===== config.mk =====
export PLATFORM = sky130hd
export DESIGN_NAME = pre_fetch_stage
export DESIGN_NICKNAME = d
export VERILOG_FILES = /design/src/rtl/pre_fetch_stage.sv
export SDC_FILE = /design/constraint.sdc
export NUM_CORES = 1
export LEC_CHECK = 0
export CORE_MARGIN = 4
export CORE_UTILIZATION = 43
export CTS_CLUSTER_DIAMETER = 200
export DETAILED_ROUTE_END_ITERATION = 7
export GPL_TIMING_DRIVEN = 0
export PLACE_DENSITY = 0.81
export SLEW_MARGIN = 20
export SYNTH_ARGS = -nofsm -noshare
export SYNTH_HDL_FRONTEND = slang
export SYNTH_SLANG_ARGS = --single-unit

===== constraint.sdc =====
create_clock -name clk -period 2.46 [get_ports clk]
set_input_delay 0.492 -clock clk [delete_from_list [all_inputs] [get_ports clk]]
set_output_delay 0.492 -clock clk [all_outputs]
set_load 0.02 [all_outputs]

===== src/rtl/pre_fetch_stage.sv =====
// Pre-fetch stage: owns the fetch PC, issues I-cache requests, applies redirects.
// Ports: clk/reset; fs_allowin, fs_to_pfs_valid from fetch; br_op, bpu_flush/bpu_target
// from decode/BPU; pipeline_flush, c0_epc, refetch_pc from the back end;
// icache_req/icache_addr/icache_addr_ok to the I-cache; pfs_to_fs_bus to fetch.
// Optional macro PFS_ADEL_CHECK_EN: raise AdEL on a misaligned PC instead of masking it.

package pfs_pkg;
  typedef logic [31:0] virt_t;

  typedef struct packed {
    logic ex;
    logic eret;
    logic tlb_op;
    logic cache_op;
  } pipeline_flush_t;

  typedef struct packed {
    logic       ex;
    logic [4:0] exccode;
    virt_t      badvaddr;
    logic       tlb_refill;
  } pfs_exc_t;

  typedef struct packed {
    logic     valid;
    logic     req;
    logic     br_op;
    virt_t    pc;
    pfs_exc_t exception;
  } pfs_to_fs_bus_t;

  typedef enum logic {
    RUN  = 1'b0,
    SLOT = 1'b1
  } pfs_state_e;
endpackage

module pre_fetch_stage
  import pfs_pkg::*;
(
  input  logic            clk,
  input  logic            reset,
  input  logic            fs_allowin,
  input  logic            fs_to_pfs_valid,
  input  logic            br_op,
  input  logic            bpu_flush,
  input  logic [31:0]     bpu_target,
  input  pipeline_flush_t pipeline_flush,
  input  virt_t           c0_epc,
  input  logic [31:0]     refetch_pc,
  output logic            icache_req,
  output logic [31:0]     icache_addr,
  input  logic            icache_addr_ok,
  output pfs_to_fs_bus_t  pfs_to_fs_bus
);

  localparam logic [31:0] RESET_PC = 32'hBFC0_0000;
  localparam logic [31:0] EXC_VEC  = 32'hBFC0_0380;

  pfs_state_e  state, state_nxt;
  logic [31:0] pc, pc_nxt;
  logic [31:0] pend_pc, pend_nxt;
  logic        pfs_valid;

  logic        live;
  logic        flush_any;
  logic        redir;
  logic        accept;
  logic        xfer;
  pfs_exc_t    exc;

  // Fetch stage occupancy does not gate pre-fetch; fs_allowin covers it.
  logic unused_fs_valid;
  assign unused_fs_valid = fs_to_pfs_valid;

  assign live      = pfs_valid && !reset;
  assign flush_any = pipeline_flush.ex | pipeline_flush.eret |
                     pipeline_flush.tlb_op | pipeline_flush.cache_op;
  // A branch redirect without br_op jumps now; with br_op the current
  // fetch is the delay slot and must still go out.
  assign redir     = flush_any ||
                     (state == RUN && bpu_flush && !br_op);

  always_ff @(posedge clk) begin
    if (reset) state <= RUN;
    else       state <= state_nxt;
  end

  always_ff @(posedge clk) begin
    if (reset) begin
      pc        <= RESET_PC;
      pend_pc   <= '0;
      pfs_valid <= 1'b0;
    end else begin
      pc        <= pc_nxt;
      pend_pc   <= pend_nxt;
      pfs_valid <= 1'b1;
    end
  end

  always_comb begin
    state_nxt = state;
    pc_nxt    = pc;
    pend_nxt  = pend_pc;
    if (pipeline_flush.ex) begin
      pc_nxt    = EXC_VEC;
      pend_nxt  = '0;
      state_nxt = RUN;
    end else if (pipeline_flush.eret) begin
      pc_nxt    = c0_epc;
      pend_nxt  = '0;
      state_nxt = RUN;
    end else if (pipeline_flush.tlb_op || pipeline_flush.cache_op) begin
      pc_nxt    = refetch_pc;
      pend_nxt  = '0;
      state_nxt = RUN;
    end else begin
      unique case (state)
        RUN: begin
          if (bpu_flush && !br_op) begin
            pc_nxt = bpu_target;
          end else if (bpu_flush && br_op) begin
            // Delay slot leaving this cycle: go straight to the target.
            if (xfer) begin
              pc_nxt = bpu_target;
            end else begin
              pend_nxt  = bpu_target;
              state_nxt = SLOT;
            end
          end else if (xfer) begin
            pc_nxt = pc + 32'd4;
          end
        end
        SLOT: begin
          if (xfer) begin
            pc_nxt    = pend_pc;
            state_nxt = RUN;
          end
        end
        default: begin
          state_nxt = RUN;
        end
      endcase
    end
  end

  always_comb begin
    exc = '0;
`ifdef PFS_ADEL_CHECK_EN
    if (live && pc[1:0] != 2'b00) begin
      exc.ex       = 1'b1;
      exc.exccode  = 5'h04;
      exc.badvaddr = pc;
    end
    icache_addr = pc;
`else
    icache_addr = {pc[31:2], 2'b00};
`endif
    icache_req = live && fs_allowin && !exc.ex && !redir;
    accept     = icache_req && icache_addr_ok;
    xfer       = accept ||
                 (live && fs_allowin && exc.ex && !redir);
    pfs_to_fs_bus.valid     = xfer;
    pfs_to_fs_bus.req       = accept;
    pfs_to_fs_bus.br_op     = br_op;
    pfs_to_fs_bus.pc        = pc;
    pfs_to_fs_bus.exception = exc;
  end

endmodule


==> impl_metrics.ini <==
[floorplan]
die_h_um = 115
die_area_um2 = 13300
die_w_um = 115
core_um2 = 11100
start_util_pct = 44.7
io_pins = 214
num_rows = 38

[final_layout]
nets = 1008
design_area_um2 = 7400
insertedDiodeCount = 0
n_fill_cell = 965
postLayoutCoreUtil_pct = 66.8
final_cells = 1043
drive_gt1_share_pct = 17.5
syn_to_final_growth_pct = 49.2

[cts]
htreeDepth = 3
clk_pin_slew_ps = 50
cts_sinks = 66
cts_buffers = 9
clk_latency_ps = 330
clock_path_buffers = 2
cts_tree = built
cts_root_buffer = clkbuf_16

[sta]
drv_slew = 0
rsz0062_at_grt = false
setup_viol = 0
min_period_over_period_pct = 98.1
worst_pin_slew_ps = 681
skew_ps = 7.33
hold-worst-slack_ps = 454
hold_viol_final = 0
fin_crit_ps = 2410
fin_ws_ps = 47.0
clock.fmax_mhz = 414
timing.setup.tns_ps = 0
relSlewSlack_pct = 54.6

[drt]
wl_mm = 19.8
ant_nets = 0
drt_iter0_markers = 852
drc = 0
vias = 6025
wl_per_cell_um = 19.0
drtPass1Iterations = 5
vias_per_cell = 5.78

[placement]
place_ws_ps = -747
gp_congestion = 0.925
port_buffers = 171
placed_area_um2 = 6990
dp.cells = 1023
dp_hpwl_mm = 15.2

[pwr]
max-vdd-ir-drop_mv = 0.402
p_total_mw = 3.32
p_leak_nw = 2.92
power_density_nw_per_um2 = 449

[worst_setup_path]
endpoint_kind = flop
rr_startpoint = pc[2]$_SDFFE_PP0P_
worstPathArrival_ps = 2620
r2r_cells = 7
worstSetupPathType = in2reg
r2r_slack_ps = 170
critical_path.max_fanout = 10
endpoint = pc[10]$_SDFFE_PP0P_
startpoint_type = input port
cp.required_ps = 2660
crit_start = pipeline_flush[0]
r2r_end = pc[18]$_SDFFE_PP0P_

[flow_run]
cap_violations = 0

[yosys]
postSynthAreaPerCell_um2 = 7.38
synth_ff_type = dfxtp_1
synthTopCellsByArea = dfxtp_1 (27%), buf_4 (11%), nand2_1 (8.8%)
yosys.cell_count.top_type = nand2_1
seq_area_frac_synth_pct = 26.7
synth-edff-count = 0
synth_top_area_share_pct = 26.7
synthTopCellsByCount = nand2_1 (116), buf_4 (74), a21oi_1 (72)
async_flop_share_pct = 0
syn_area_um2 = 4960
synth_top_cell_by_area = dfxtp_1
ys_warn_count = 0
syn_inst = 672
ys_ff_latch = 66
synth_cell_types = 79

[global_routing]
track_usage_pct = 28.3
grt_pass1_vias = 5305
grt_max_degree = 11
antenna_found_initial = 0
grt-ovfl-total = 0
grt_pass1_wl_mm = 29.4

[outcome]
outcome = completed

[worst_hold_path]
hp-class = reg2reg
min_from = pend_pc[19]$_SDFFE_PP0P_
==> state kept, by name (all words and copies together), names as in the netlist, named ones only <==
name	cells
pc	30
pfs_valid	1
state	1
pend_pc	32
==> where the power goes <==
part / switching (mW) / internal (mW) / leakage [nW]
sequential: 0.0612 / 1.10 / 0.538
combinational: 0.475 / 0.463 / 2.25
clock: 0.469 / 0.751 / 0.137
total: 1.00 / 2.32 / 2.92
==> routing by layer <==
layer / up-vias / track usage [%] / share of wire, %
li1: 2780 / - / -
met1: 2698 / 39.2 / 38
met2: 489 / 43.8 / 45
met4: 0 / 8.29 / 2.7
met5: - / 0 / 0
met3: 58 / 6.58 / 14
==> worst max-delay path: stages <==
cell and delay [ps]:
clkdlybuf4s50_1 450, buf_6 170, nor3_4 230, buf_4 140
buf_4 130, buf_2 290, nand2_2 180, a2111oi_1 450
nor4_1 90
==> how the worst min path moves through the flow <==
stage / end / slack (ps) / depth (start not counted)
floorplan: pend_pc[3]$_SDFFE_PP0P_ / 430 / 2
global placement: pend_pc[3]$_SDFFE_PP0P_ / 440 / 2
detailed placement: pend_pc[27]$_SDFFE_PP0P_ / 450 / 2
CTS: pend_pc[27]$_SDFFE_PP0P_ / 450 / 2
global route: pend_pc[1]$_SDFFE_PP0P_ / 470 / 2
finish: pend_pc[19]$_SDFFE_PP0P_ / 450 / 2
==> final cells by class <==
| class | count | area, um^2 | area share, % |
|---|---|---|---|
| buffer | 121 | 828 | 11.2 |
| clock buffer | 12 | 267 | 3.60 |
| clock inverter | 2 | 12.5 | 0.169 |
| inverter | 13 | 52.6 | 0.710 |
| multi-input combinational | 512 | 2990 | 40.5 |
| sequential | 66 | 1320 | 17.9 |
| tap | 140 | 175 | 2.37 |
| timing repair buffer | 177 | 1750 | 23.6 |
==> repair_timing <==
item	in CTS	in global routing
resized for setup	26	17
hold buffers	0	0
setup buffers	1	5
gates cloned	0	0
pin swaps	1	4
endpoints found under the setup margin	14	13
==> cells in the final DEF, fill, tap and decap left out, drive strengths merged, types with 14 or more instances in the layout <==
cell           count
conb              41
a21oi             72
nor2              33
nand3             21
clkdlybuf4s50    165
nor3              20
a31oi             16
buf              104
o211ai            14
dfxtp             66
nand2            116
nand4             14
clkbuf            37
o21ai             31
==> kinds of logic (layout without fill, tap and decap cells) <==
kind of cell	Yosys count	after routing	synth area share, %
compound gates	213	213	28.7
buf+inv	134	325	17.2
mux	5	5	1.06
fa+ha+maj	1	1	0.252
simple gates	244	244	24.7
xor+xnor	8	8	1.41
other cells	1	41	0.0756
flops	66	66	26.7
Note: power is estimated with default switching activity, not from simulation.
